`src/rtl/hd_pkg.sv`:
```
// Shared types and constants for the code-to-word mask decoder.
package hd_pkg;

  typedef enum logic {
    ONEHOT  = 1'b0,
    LOWMASK = 1'b1
  } hd_dec_mode_e;

  localparam int HD_WORD_W   = 32;
  localparam int HD_CODE_MAX = 32;

endpackage

```
`src/rtl/hd_mask_decoder_if.sv`:
```
// Stream bundle for hd_mask_decoder: code input side, word output side and the delivered-word count.
interface hd_mask_decoder_if #(
  parameter int CODE_W = 6,
  parameter int CNT_W  = 16
);

  // Both sides use valid/ready: a transfer happens on a rising edge where valid
  // and ready are both 1; a producer holding valid keeps its payload stable
  // until that transfer and never drops valid without one.
  logic              in_valid;
  logic              in_ready;
  logic [CODE_W-1:0] in_code;
  logic              in_mode;
  logic              out_valid;
  logic              out_ready;
  logic [31:0]       out_word;
  logic              out_err;
  logic [CNT_W-1:0]  dec_count;

  modport master (
    output in_valid, in_code, in_mode, out_ready,
    input  in_ready, out_valid, out_word, out_err, dec_count
  );

  modport slave (
    input  in_valid, in_code, in_mode, out_ready,
    output in_ready, out_valid, out_word, out_err, dec_count
  );

endinterface

```
`src/rtl/hd_mask_expand.sv`:
```
// Combinational expansion of a bit-position code into a one-hot or low-bit mask word.
// Range flagging is built only with HD_MASK_DEC_RANGE_CHECK_EN defined.
module hd_mask_expand
  import hd_pkg::*;
#(
  parameter int CODE_W = 6
) (
  input  logic [CODE_W-1:0]    code,
  input  hd_dec_mode_e         mode,
  output logic [HD_WORD_W-1:0] word,
  output logic                 err
);

  logic [5:0]  shamt;
  logic [32:0] pow2;
  logic        in_range;

  always_comb begin
    shamt = 6'(code);
    pow2  = 33'd1 << shamt;
`ifdef HD_MASK_DEC_RANGE_CHECK_EN
    in_range = (32'(code) <= 32'(HD_CODE_MAX));
    err      = !in_range;
`else
    // Only the low six bits matter; 33..63 fall outside the word and give 0.
    in_range = (shamt <= 6'(HD_CODE_MAX));
    err      = 1'b0;
`endif
    word = '0;
    if (in_range) begin
      if (mode == LOWMASK) word = 32'(pow2 - 33'd1);
      else                 word = pow2[31:0];
    end
  end

endmodule

```
`src/rtl/hd_mask_decoder.sv`:
```
// Two-stage valid/ready pipeline re-expanding bit-position codes into 32-bit words, with a wrapping delivered-word count.
// HD_MASK_DEC_RANGE_CHECK_EN enables flagging of codes above 32 (see hd_mask_expand).
module hd_mask_decoder
  import hd_pkg::*;
#(
  parameter int CODE_W = 6,
  parameter int CNT_W  = 16
) (
  input logic              clk,
  input logic              rst_n,
  hd_mask_decoder_if.slave bus
);

  logic                 s1_valid;
  logic [CODE_W-1:0]    s1_code;
  hd_dec_mode_e         s1_mode;
  logic                 s2_valid;
  logic [HD_WORD_W-1:0] s2_word;
  logic                 s2_err;
  logic [CNT_W-1:0]     cnt;

  logic                 s1_adv;
  logic                 s2_adv;
  logic [HD_WORD_W-1:0] exp_word;
  logic                 exp_err;

  // A stage may load when it is empty or its contents move on this edge,
  // so out_ready reaches in_ready combinationally.
  assign s2_adv = !s2_valid || bus.out_ready;
  assign s1_adv = !s1_valid || s2_adv;

  assign bus.in_ready  = s1_adv;
  assign bus.out_valid = s2_valid;
  assign bus.out_word  = s2_word;
  assign bus.out_err   = s2_err;
  assign bus.dec_count = cnt;

  hd_mask_expand #(
    .CODE_W(CODE_W)
  ) u_expand (
    .code (s1_code),
    .mode (s1_mode),
    .word (exp_word),
    .err  (exp_err)
  );

  always_ff @(posedge clk or negedge rst_n) begin
    if (!rst_n) begin
      s1_valid <= 1'b0;
      s1_code  <= '0;
      s1_mode  <= ONEHOT;
      s2_valid <= 1'b0;
      s2_word  <= '0;
      s2_err   <= 1'b0;
      cnt      <= '0;
    end else begin
      if (s1_adv) begin
        s1_valid <= bus.in_valid;
        if (bus.in_valid) begin
          s1_code <= bus.in_code;
          s1_mode <= hd_dec_mode_e'(bus.in_mode);
        end
      end
      if (s2_adv) begin
        s2_valid <= s1_valid;
        if (s1_valid) begin
          s2_word <= exp_word;
          s2_err  <= exp_err;
        end
      end
      if (s2_valid && bus.out_ready) cnt <= cnt + CNT_W'(1);
    end
  end

endmodule
```
`src/flat_wrapper.sv`:
```
// flat-port wrapper written by rule: the top's interface ports become plain ports
module hd_mask_decoder_flat import hd_pkg::*;
#(
  parameter int CODE_W = 6,
  parameter int CNT_W  = 16
)
  (clk, rst_n, bus_in_valid, bus_in_code, bus_in_mode, bus_out_ready, bus_in_ready, bus_out_valid, bus_out_word, bus_out_err, bus_dec_count);
  hd_mask_decoder_if #(.CODE_W(CODE_W), .CNT_W(CNT_W)) bus_i ();
  input logic clk;
  input logic rst_n;
  input wire logic [$bits(bus_i.in_valid)-1:0] bus_in_valid;
  input wire logic [$bits(bus_i.in_code)-1:0] bus_in_code;
  input wire logic [$bits(bus_i.in_mode)-1:0] bus_in_mode;
  input wire logic [$bits(bus_i.out_ready)-1:0] bus_out_ready;
  output wire logic [$bits(bus_i.in_ready)-1:0] bus_in_ready;
  output wire logic [$bits(bus_i.out_valid)-1:0] bus_out_valid;
  output wire logic [$bits(bus_i.out_word)-1:0] bus_out_word;
  output wire logic [$bits(bus_i.out_err)-1:0] bus_out_err;
  output wire logic [$bits(bus_i.dec_count)-1:0] bus_dec_count;
  assign bus_i.in_valid = bus_in_valid;
  assign bus_i.in_code = bus_in_code;
  assign bus_i.in_mode = bus_in_mode;
  assign bus_i.out_ready = bus_out_ready;
  assign bus_in_ready = bus_i.in_ready;
  assign bus_out_valid = bus_i.out_valid;
  assign bus_out_word = bus_i.out_word;
  assign bus_out_err = bus_i.out_err;
  assign bus_dec_count = bus_i.dec_count;
  hd_mask_decoder #(.CODE_W(CODE_W), .CNT_W(CNT_W)) u_core (.clk(clk), .rst_n(rst_n), .bus(bus_i));
endmodule
```
`config.mk`:
```
export PLATFORM = sky130hd
export DESIGN_NAME = hd_mask_decoder_flat
export DESIGN_NICKNAME = d
export VERILOG_FILES = /design/src/rtl/hd_pkg.sv /design/src/rtl/hd_mask_decoder_if.sv /design/src/rtl/hd_mask_expand.sv /design/src/rtl/hd_mask_decoder.sv /design/src/flat_wrapper.sv
export SDC_FILE = /design/constraint.sdc
export NUM_CORES = 1
export LEC_CHECK = 0
export CORE_ASPECT_RATIO = 0.75
export CORE_UTILIZATION = 50
export CTS_BUF_LIST = sky130_fd_sc_hd__clkbuf_4 sky130_fd_sc_hd__clkbuf_8 sky130_fd_sc_hd__clkbuf_16
export CTS_CLUSTER_DIAMETER = 40
export DETAILED_ROUTE_END_ITERATION = 7
export PLACE_DENSITY = 0.76
export SYNTH_ARGS = -nofsm -noshare
export SYNTH_HDL_FRONTEND = slang
export SYNTH_HIERARCHICAL = 1
export SYNTH_SLANG_ARGS = --single-unit
```
`constraint.sdc`:
```
create_clock -name clk -period 5.7 [get_ports clk]
set_input_delay 0.855 -clock clk [delete_from_list [all_inputs] [get_ports clk]]
set_output_delay 0.855 -clock clk [all_outputs]
set_load 0.1 [all_outputs]
```
==> results.md <==
- Worst Hold Depth: 1
- Total power: between 2 and 2.5 mW
- Final Cycle Share: 63.6%
- CP max FO: 6
- Net Sw Frac: between 50% and 60%
- Starting DRC count in detailed routing: 311
- Clock group share of total power: ~19%
- Least-Margin Pin Slew: roughly 0.99 ns
- Initial antenna violation count: 0
- Area growth from synthesis to layout: 22.2%
- Max stage delay cell, worst path: clkdlybuf4s50_1
- Largest net degree at the start of global routing: roughly 60
- HPWL after DPL: between 5000 and 6000 um
- Post-placement worst setup slack: roughly 2.1 ns
- Total die area: roughly 7600 um^2
- Launch point of the worst hold path: u_core/bus.dec_count[15]
- Post-synth EDFFs: 0
- Crit path launch type: input port
- Post-CTS setup buffer count: 0
- CTS Hold Bufs: 0
- CP Capture Type: primary output
- Core Box Area: just under 7000 um^2
- Sequential fraction of the synthesis area: about two fifths
- Max cap viols: 0
- Worst slew margin: roughly a third
- Cell Int Power: 1.03 mW
- CTS tree: built
- Synthesized area per cell: ~9.5 um^2
- Hold path endpoint: u_core/bus.dec_count[15]
- Placed cells: approximately 500
- Finished Core Util: 64.0%
- CTS Buf Count: 9
- Crit path kind: input port to primary output
- Residual DRC count: 0
- Initial Util: a little over half
- Layout cells sized above 1: 19.8%
- Vias per inst: around 5.7
- Fin. Hold Viols: 0
- WL final: 8450 um
- Worst r2r path cells: 8
- Leak pwr: about 1.8 nW
- PostCTS Resize Cnt: 0
- Max Fclk: 0.276 GHz
- Netlist Area Pre-Place: between 3000 and 4000 um^2
- Maximum vdd drop: roughly 250 uV
- Outcome: completed
- Vias in the first global route: roughly 2600
- GRT overflow: 0
- Rows: 26
- CTS max path bufs: 2
- Crit-path most repeated cell: clkdlybuf4s50_1
- Most used DFF post-synth: dfrtp_1
- First-pass GRT wire length: roughly 14000 um
- Netlist cell types: approximately 60
- RSZ-0062 raised after global routing: no
- CP Data Required Time: just under 5 ns
- R2r startpoint: u_core/s1_code[0]
- Die H: between 70 and 80 um
- R2r endpoint: u_core/bus.out_word[4]
- Clk_lat worst skew: roughly 0.34 ns
- Nets@finish: between 400 and 500
- Setup TNS: 0 ns
- Setup violators final: 0
- WP data arrival: 2.77 ns
- Via count: 3007
- Hold Path Class: flip-flop to flip-flop
- Routability cong.: roughly 0.90
- CTS root buf: clkbuf_8
- Share of the synthesized area in the top cell type: between 40% and 50%
- Synth area leader: dfrtp_1
- Setup ws final: 2.07 ns
- Yosys synthesis warning count: 6
- Routed Antenna Nets: 0
- Pwr dens: between 400 and 500 nW/um^2
- Final Instance Count excl. Fillers: about 530
- # IOs: between 60 and 70
- Critical Path Max Stage Delay: ~1.2 ns
- Synth Register Bits: 58
- Die Wd: approximately 100 um
- PortBufs: 61
- Net switching power: about 1.1 mW
- Post-synth ARST share: between 90% and 100%
- Worst reg-to-reg setup slack: approximately 2.5 ns
- Post-Syn Instances: 379
- Seq pwr share: between 20 and 30%
- Sink Count: 58
- Logic pwr share: roughly 53%
- Crit-path cells: clkdlybuf4s50_1, nand3b_1, clkdlybuf4s50_1
- Avg WL per Cell: 16.0 um
- Final min period: ~3.6 ns
- Slew Limit Fails: 0
- Clock Skew: between 0.009 and 0.01 ns
- Gr usage total: 23.5%
- ANT cells: 0
- DR pass1 iterations: 5
- Dominant cells by area after synthesis: dfrtp_1 (40%), mux2_2 (14%), xnor2_1 (6.1%)
- # fillers: roughly 590
- Net Count, Synth: ~400
- H-tree depth: 3
- Clock transition at the registers of the reported paths: around 0.060 ns
-- cells by family (layout without fill, tap and decap cells) --
kind of cell | Yosys count | after routing | synth area share, %
compound gates | 57 | 57 | 9.66
xor+xnor | 34 | 34 | 8.24
fa+ha+maj | 2 | 2 | 0.692
buf+inv | 31 | 82 | 4.71
flops | 58 | 58 | 40.2
mux | 46 | 46 | 14.3
other cells | 1 | 1 | 0.104
simple gates | 150 | 150 | 22.1
-- worst max-delay path by stage --
stage | start | slack, ns | to | cells after the start
floorplan | u_core/bus.out_valid | 2.63 | u_core/s1_code[0] | 3
CTS | bus_out_ready | 2.07 | bus_in_ready | 3
global placement | bus_out_ready | 2.10 | bus_in_ready | 3
detailed placement | bus_out_ready | 2.10 | bus_in_ready | 3
global route | bus_out_ready | 1.99 | bus_in_ready | 3
finish | bus_out_ready | 2.07 | bus_in_ready | 3
-- metrics by stage --
stage	cell area [um^2]	hold slack, ns
6_report	4410	0.481
5_1_grt	4410	0.514
4_1_cts	4410	0.495
3_5_place_dp	4210	0.478
3_3_place_gp	4210	0.459
2_1_floorplan	3610	0.474
-- critical path, delay by kind of cell --
kind | cells | cell delay (ns)
simple gates | 1 | 0.18
buf+inv | 2 | 1.73
-- metal layers --
layer | GRT usage (%) | share of wire [%]
met1 | 34.9 | 49
met2 | 33.4 | 42
met3 | 5.41 | 7.3
met4 | 9.18 | 1.3
met5 | 0 | 0
-- flip-flops by register name, summed over array words and instances (netlist names) --
register / flops
u_core/bus.out_word: 32
u_core/bus.dec_count: 16
u_core/s1_code: 6
u_core/bus.out_err: 1
u_core/bus.out_valid: 1
u_core/s1_mode: 1
u_core/s1_valid: 1
-- placed cells by master, fill, tap and decap left out, types with 4 or more instances in the layout --
cell type / count
nor3_1: 7
clkbuf_8: 11
nand2b_1: 7
clkdlybuf4s50_1: 60
a21oi_1: 22
nand2_1: 31
nand3_1: 15
xnor2_1: 25
and2_1: 4
a31oi_1: 6
o21ai_0: 11
or3_1: 4
nor2_1: 45
dfrtp_1: 58
mux2_2: 45
nand4_1: 5
xor2_1: 9
nor4_1: 4
-- synthesized netlist by cell type, drive strengths merged (2+ instances only) --
cell / count
xnor2: 25
nand3b: 2
nand4: 6
or2: 3
or4: 2
a31oi: 6
and3: 3
nand2b: 7
nor2b: 3
nor3: 8
xor2: 9
nand3: 16
ha: 2
or3: 4
nor3b: 3
a21boi: 2
o21ai: 13
buf: 22
dfrtp: 58
a21oi: 23
nand2: 32
mux2: 45
a21o: 2
nor4: 6
inv: 2
and4: 3
nor2: 46
clkbuf: 7
and2: 4
-- power by group through the flow --
stage,Sequential [mW],Clock [mW],Combinational [mW]
6_report,0.611,0.393,1.12
5_1_grt,0.627,0.420,1.17
4_1_cts,0.610,0.404,1.12
3_5_place_dp,0.615,0,1.12
3_3_place_gp,0.612,0,1.10
2_1_floorplan,1.15,0,0.333
-- area by class of cell --
class | count | area (um^2) | share of cell area, %
multi-input cells | 290 | 2000 | 45.2
clock buffers | 12 | 159 | 3.60
well taps | 98 | 123 | 2.78
flip-flops and latches | 58 | 1450 | 32.9
repair buffers | 64 | 628 | 14.2
inverters | 2 | 7.51 | 0.170
clock inverters | 4 | 50.0 | 1.13
(Power assumes the default switching activity.)
